--- src/rtl/dsp_simd_arbiter.sv ---
// rtl/dsp_simd_arbiter.sv - round-robin arbiter sharing a two-lane 10x9 SIMD multiplier
module dsp_simd_arbiter #(
  parameter int NREQ    = 4,
  parameter int IDW     = 2,
  parameter int LATENCY = 2
) (
  input  logic                 clk,
  input  logic                 reset_n,
  input  logic                 simd_en,
  input  logic [NREQ-1:0]      req_valid,
  output logic [NREQ-1:0]      req_ready,
  input  logic [NREQ*10-1:0]   req_a,
  input  logic [NREQ*9-1:0]    req_b,
  output logic [18:0]          z0,
  output logic                 z0_valid,
  output logic [IDW-1:0]       z0_id,
  output logic [18:0]          z1,
  output logic                 z1_valid,
  output logic [IDW-1:0]       z1_id,
  output logic [2:0]           inflight
);

  logic [IDW-1:0] ptr;
  logic           g0_v, g1_v;
  logic [IDW-1:0] g0_id, g1_id, last_id;
  logic [9:0]     a0, a1;
  logic [8:0]     b0, b1;
  int             scan_idx;

  logic [LATENCY-1:0] v0_q, v1_q;
  logic [18:0]        p0_q  [LATENCY];
  logic [18:0]        p1_q  [LATENCY];
  logic [IDW-1:0]     id0_q [LATENCY];
  logic [IDW-1:0]     id1_q [LATENCY];

  // Scan from ptr with wrap; first hit takes lane 0, second (SIMD only) lane 1.
  always_comb begin
    g0_v      = 1'b0;
    g1_v      = 1'b0;
    g0_id     = '0;
    g1_id     = '0;
    req_ready = '0;
    scan_idx  = 0;
    if (reset_n) begin
      for (int i = 0; i < NREQ; i++) begin
        scan_idx = (int'(ptr) + i) % NREQ;
        if (req_valid[scan_idx]) begin
          if (!g0_v) begin
            g0_v                = 1'b1;
            g0_id               = IDW'(scan_idx);
            req_ready[scan_idx] = 1'b1;
          end else if (simd_en && !g1_v) begin
            g1_v                = 1'b1;
            g1_id               = IDW'(scan_idx);
            req_ready[scan_idx] = 1'b1;
          end
        end
      end
    end
  end

  assign last_id = g1_v ? g1_id : g0_id;
  assign a0 = req_a[int'(g0_id)*10 +: 10];
  assign b0 = req_b[int'(g0_id)*9 +: 9];
  assign a1 = req_a[int'(g1_id)*10 +: 10];
  assign b1 = req_b[int'(g1_id)*9 +: 9];

  // Stage data only loads on a valid entry, so the last stage holds the previous result.
  always_ff @(posedge clk) begin
    if (!reset_n) begin
      ptr      <= '0;
      v0_q     <= '0;
      v1_q     <= '0;
      inflight <= '0;
      for (int k = 0; k < LATENCY; k++) begin
        p0_q[k]  <= '0;
        p1_q[k]  <= '0;
        id0_q[k] <= '0;
        id1_q[k] <= '0;
      end
    end else begin
      if (g0_v) ptr <= (int'(last_id) == NREQ - 1) ? '0 : last_id + 1'b1;
      v0_q[0] <= g0_v;
      v1_q[0] <= g1_v;
      if (g0_v) begin
        p0_q[0]  <= 19'(a0) * 19'(b0);
        id0_q[0] <= g0_id;
      end
      if (g1_v) begin
        p1_q[0]  <= 19'(a1) * 19'(b1);
        id1_q[0] <= g1_id;
      end
      for (int k = 1; k < LATENCY; k++) begin
        v0_q[k] <= v0_q[k-1];
        v1_q[k] <= v1_q[k-1];
        if (v0_q[k-1]) begin
          p0_q[k]  <= p0_q[k-1];
          id0_q[k] <= id0_q[k-1];
        end
        if (v1_q[k-1]) begin
          p1_q[k]  <= p1_q[k-1];
          id1_q[k] <= id1_q[k-1];
        end
      end
      inflight <= inflight + 3'(g0_v) + 3'(g1_v)
                  - 3'(v0_q[LATENCY-1]) - 3'(v1_q[LATENCY-1]);
    end
  end

  assign z0       = p0_q[LATENCY-1];
  assign z0_id    = id0_q[LATENCY-1];
  assign z0_valid = v0_q[LATENCY-1];
  assign z1       = p1_q[LATENCY-1];
  assign z1_id    = id1_q[LATENCY-1];
  assign z1_valid = v1_q[LATENCY-1];

endmodule

--- config.mk ---
export PLATFORM = sky130hd
export DESIGN_NAME = dsp_simd_arbiter
export DESIGN_NICKNAME = d
export VERILOG_FILES = /design/src/rtl/dsp_simd_arbiter.sv
export SDC_FILE = /design/constraint.sdc
export NUM_CORES = 1
export LEC_CHECK = 0
export CELL_PAD_IN_SITES_DETAIL_PLACEMENT = 0
export CELL_PAD_IN_SITES_GLOBAL_PLACEMENT = 1
export CORE_ASPECT_RATIO = 0.9
export CORE_MARGIN = 2
export CORE_UTILIZATION = 30
export DETAILED_ROUTE_END_ITERATION = 8
export DONT_BUFFER_PORTS = 1
export PLACE_DENSITY_LB_ADDON = 0.1
export RECOVER_POWER = 25
export SLEW_MARGIN = 40
export SYNTH_ARGS = -nofsm -noshare
export SYNTH_HDL_FRONTEND = slang
export SYNTH_SLANG_ARGS = --single-unit
--- constraint.sdc ---
create_clock -name clk -period 12.4 [get_ports clk]
set_input_delay 3.1 -clock clk [delete_from_list [all_inputs] [get_ports clk]]
set_output_delay 3.1 -clock clk [all_outputs]
set_load 0.01 [all_outputs]
* Word level (Yosys, flattened, before mapping)
Memories as Yosys holds them, arrays and structs flattened.
Cells that the tools add are included.
** Word-level totals
- Register bits :: 9
- Bits in writable memories :: 84
- Output and inout port bits :: 51
- Word-level logic and storage cells :: 157
- Memories :: 4
** Memories
- p0_q :: words 2, bits a word 19, read ports 2, clocked after Yosys merged registers in 0, write ports 2, line 31 : logic [18:0] p0_q [LATENCY];
- p1_q :: words 2, bits a word 19, read ports 2, clocked after Yosys merged registers in 0, write ports 2, line 32 : logic [18:0] p1_q [LATENCY];
- id0_q :: words 2, bits a word 2, read ports 2, clocked after Yosys merged registers in 0, write ports 2, line 33 : logic [IDW-1:0] id0_q [LATENCY];
- id1_q :: words 2, bits a word 2, read ports 2, clocked after Yosys merged registers in 0, write ports 2, line 34 : logic [IDW-1:0] id1_q [LATENCY];
** Operators by class
- Add/sub/neg operators :: 8
- Multiply operators :: 6
- Magnitude comparators :: 8
- Eq/ne operators :: 1
- Shift operators :: 4
- Multiplexer cells :: 95
- Bitwise gates (word level) :: 14
- Reductions and logical operators :: 13
** Operator list (number)
- 40-bit by 7-bit indexed part select with 10-bit output :: 2
- 19-bit 2-to-1 mux :: 4
- 36-bit by 7-bit indexed part select with 9-bit output :: 2
- 4-bit 2-to-1 mux :: 14
- 2-bit 2-to-1 mux :: 24
- 1-bit 2-to-1 mux :: 45
- 10-bit by 9-bit multiplier with 19-bit output :: 2
- 3-bit by 4-bit < comparator with 1-bit output, second input constant :: 3
- 2-bit by 4-bit multiplier with 6-bit output, second input constant :: 2
- 4-bit bitwise OR :: 3
- 2-bit by 3-bit multiplier with 5-bit output, second input constant :: 2
- 3-bit by 1-bit >= comparator with 1-bit output, second input constant :: 3
- 1-bit binary-select mux with 2-bit select :: 4
- 1-bit demux with 2-bit select :: 4
- 1-bit bitwise OR :: 8
- 1-bit logical AND :: 7
- 3-bit by 1-bit adder with 3-bit output :: 2
- 2-bit OR reduction :: 3
- 3-bit by 1-bit subtractor with 3-bit output :: 2
- 2-bit by 1-bit adder with 2-bit output, second input constant :: 2
- 2-bit adder, second input constant :: 2
- 1-bit bitwise AND, first input constant :: 3
- 1-bit logical NOT :: 3
- 2-bit by 3-bit < comparator with 1-bit output, second input constant :: 1
- other kinds (2) :: 2

* Logic depth before layout (Yosys ltp)
- Depth after elaboration :: 24
- Depth in mapped cells :: 29
- Mapped depth without buffers :: 26

* Worst setup path before layout
Ideal clock, no wire load.
- Kind :: input port to flip-flop
- Start :: in req_valid[0]
- End :: mem p0_q[0][17], data pin
- Arrival time :: 9.037 ns
- Data required time :: 12.253 ns
- Slack :: 3.216 ns
- Stages on the path :: 26
- Buffers on the path :: 2
- Cell sequence :: buf_6 mux4_2 ha_1 inv_1 mux2i_1 nand2b_1 o32ai_4 buf_6 mux2i_1 mux2i_4 nor2b_1 fa_1 inv_1 fa_1 inv_1 fa_1 inv_1 fa_1 inv_1 ha_1 or3_1 o21ai_0 a211oi_1 nor4_1 or4_1 a21oi_1
** RTL lines
- from (decl) :: line 10 : input logic [NREQ-1:0] req_valid,
- to (decl) :: line 31

==> results_dict.tcl <==
set metrics [dict create \
    status "finished, violations left" \
    failed_checks "max-capacitance violations, max-slew violations" \
    crit_buf_inv 5 \
    clk_latency_ns 0.37 \
    cts_setup_buffers 0 \
    cts_buffer_depth 2 \
    synth_ff_type "edfxtp_1" \
    yosysSeqAreaShare 0.229 \
    hp-class "reg -> reg" \
    wire_per_inst_um 19.3 \
    critPathLaunchType "input pin" \
    vias_per_cell 4.93 \
    pin_count 134 \
    max_cap_viol_count 1 \
    synthArstFlopShare 0 \
    rsz0062_at_grt "false" \
    setup_tns_ns 0 \
    drc 0 \
    synth_largest_area_cell "edfxtp_1" \
    crit_slowest_cell "clkinvlp_2" \
    firstDrtPassIters 6 \
    crit_family "adder cells" \
    fin_skew_ns 0.00822 \
    root_buffer "clkbuf_16" \
    ys_types 62 \
    cts_resized 0 \
    totalWireLength_um 33100 \
    holdBufCountCts 0 \
    fin_nets 1465 \
    gp_congestion 0.805 \
    cp.arrival_ns 10.90 \
    r2r_slack_ns 3.44 \
    die-area_mm2 0.0410 \
    grt_pass1_vias 8604 \
    synth_top_area_share 0.214 \
    num_rows 68 \
    start_util 0.306 \
    crit_top_cell "fa_1" \
    synthesis.nets 1528 \
    netlist_area_mm2 0.0118 \
    max_slew_margin -0.172 \
    fin_area_mm2 0.0124 \
    cp_max_fo 50 \
    n_antenna_cell 0 \
    grt_max_degree 51 \
    layout_commonest_cell "inv_1" \
    fin_crit_sh 0.862 \
    drt-initial-drc-count 444 \
    core_mm2 0.0385 \
    critical_path.cell_chain "clkinvlp_2 > o32ai_4 > buf_4 > mux2i_1 > mux2i_2 > nand2_1 > fa_1 > inv_1 > fa_1 > inv_1 > fa_1 > fa_1 > inv_1 > ha_1 > nand3_1 > a211oi_1 > nor4_1 > or4_1 > a21oi_1" \
    antenna_left 0 \
    endpoint_kind "flop" \
    vias 8434 \
    fmax_ghz 0.0935 \
    syn2layout_area_growth_pct 5.01 \
    htreeDepth 3 \
    grt_overflow 0 \
    fin_crit_ns 10.69 \
    clk_pin_slew_ns 0.06 \
    port_buffers 0 \
    syn_area_per_cell_um2 9.49 \
    track_usage 0.169 \
    clock_sinks 93 \
    layout_common_cells "inv_1 (197), and2_1 (130), fa_1 (116)" \
    max_stage_delay_ns 1.31 \
    tightest_slew_ns 1.75 \
    die_h_um 192 \
    yosys_warnings 0 \
    place_area_mm2 0.0121 \
    grt_antenna_before_repair 1 \
    synth_edf_count 84 \
    final_core_util 0.322 \
    worstSetupPathType "in -> reg" \
    cts_tree "yes" \
    grt_pass1_wl_um 51600 \
    final-hold-violation-count 0 \
    drive_above_1_share 0.0776 \
    cts_buffers 9 \
    netlist_top_cells_area "edfxtp_1 (21%), fa_1 (20%), ha_1 (9.0%)" \
    report.final.slew_viol_count 51 \
    worstPathRequired_ns 12.61 \
    place_hpwl_um 26800 \
    syn_inst 1244 \
    final-setup-viol-count 0 \
    ys_ff_latch 93 \
    die_w_um 213 \
]
==> final timing paths <==
check / startpoint / end / depth (start not counted)
setup / recovery: reset_n / p0_q[0][17] / 19
hold / removal: p0_q[0][4] / p0_q[0][23] / 1
setup reg to reg: ptr[1] / p1_q[0][18] / 26
hold reg to reg: p0_q[0][4] / p0_q[0][23] / 1
==> synth_stat cells, drive strengths merged (5+ instances only) <==
master / count
inv: 198
and2: 132
fa: 116
nand2: 102
ha: 85
edfxtp: 84
mux2i: 67
buf: 63
nor2: 52
a2111oi: 38
o21ai: 36
clkbuf: 31
a31oi: 26
a21oi: 25
nand3: 25
nor3: 18
xor2: 15
mux2: 11
nand2b: 10
nor2b: 10
or2: 10
dfxtp: 9
a21o: 8
a211oi: 7
xnor2: 7
or3: 6
nor4: 5
o211ai: 5
==> sequential cells by signal (all words and copies together), names as in the netlist <==
register	count
id0_q	4
id1_q	4
inflight	3
p0_q	38
p1_q	38
ptr	2
v0_q	2
v1_q	2
==> routing by layer <==
layer	GRT usage	share of wire
met1	0.239	0.49
met2	0.249	0.42
met3	0.0476	0.072
met4	0.0481	0.019
met5	0	0
==> per-stage QoR <==
stage          cells  worst slack [ns]  hold slack (ns)
3_5_place_dp    1694              1.95            0.494
4_1_cts         1710              2.33            0.512
2_1_floorplan   1244              3.22            0.462
5_1_grt         1711              1.20            0.538
3_3_place_gp    1694              1.78            0.488
6_report        1711              1.71            0.516
==> layout make-up <==
| type | count | area, um^2 |
|---|---|---|
| Multi-Input combinational cell | 859 | 7860 |
| Clock buffer | 11 | 233 |
| Sequential cell | 93 | 2700 |
| Inverter | 198 | 744 |
| Tap cell | 525 | 657 |
| Fill cell | 4029 | 26100 |
| Timing Repair Buffer | 20 | 154 |
| Clock inverter | 5 | 51.3 |
==> cell families (layout without fill, tap and decap cells) <==
logic type      count (synthesis)  in the layout  share of synthesized area
mux                            80             80                     0.0828
fa+ha+maj                     201            201                      0.287
buf+inv                       292            234                      0.113
flops                          93             93                      0.229
compound gates                176            176                      0.107
simple gates                  380            380                      0.165
xor+xnor                       22             22                     0.0163
Power is not shown: default switching activity piles up to over one toggle a cycle in this logic, so the estimate is an artifact.
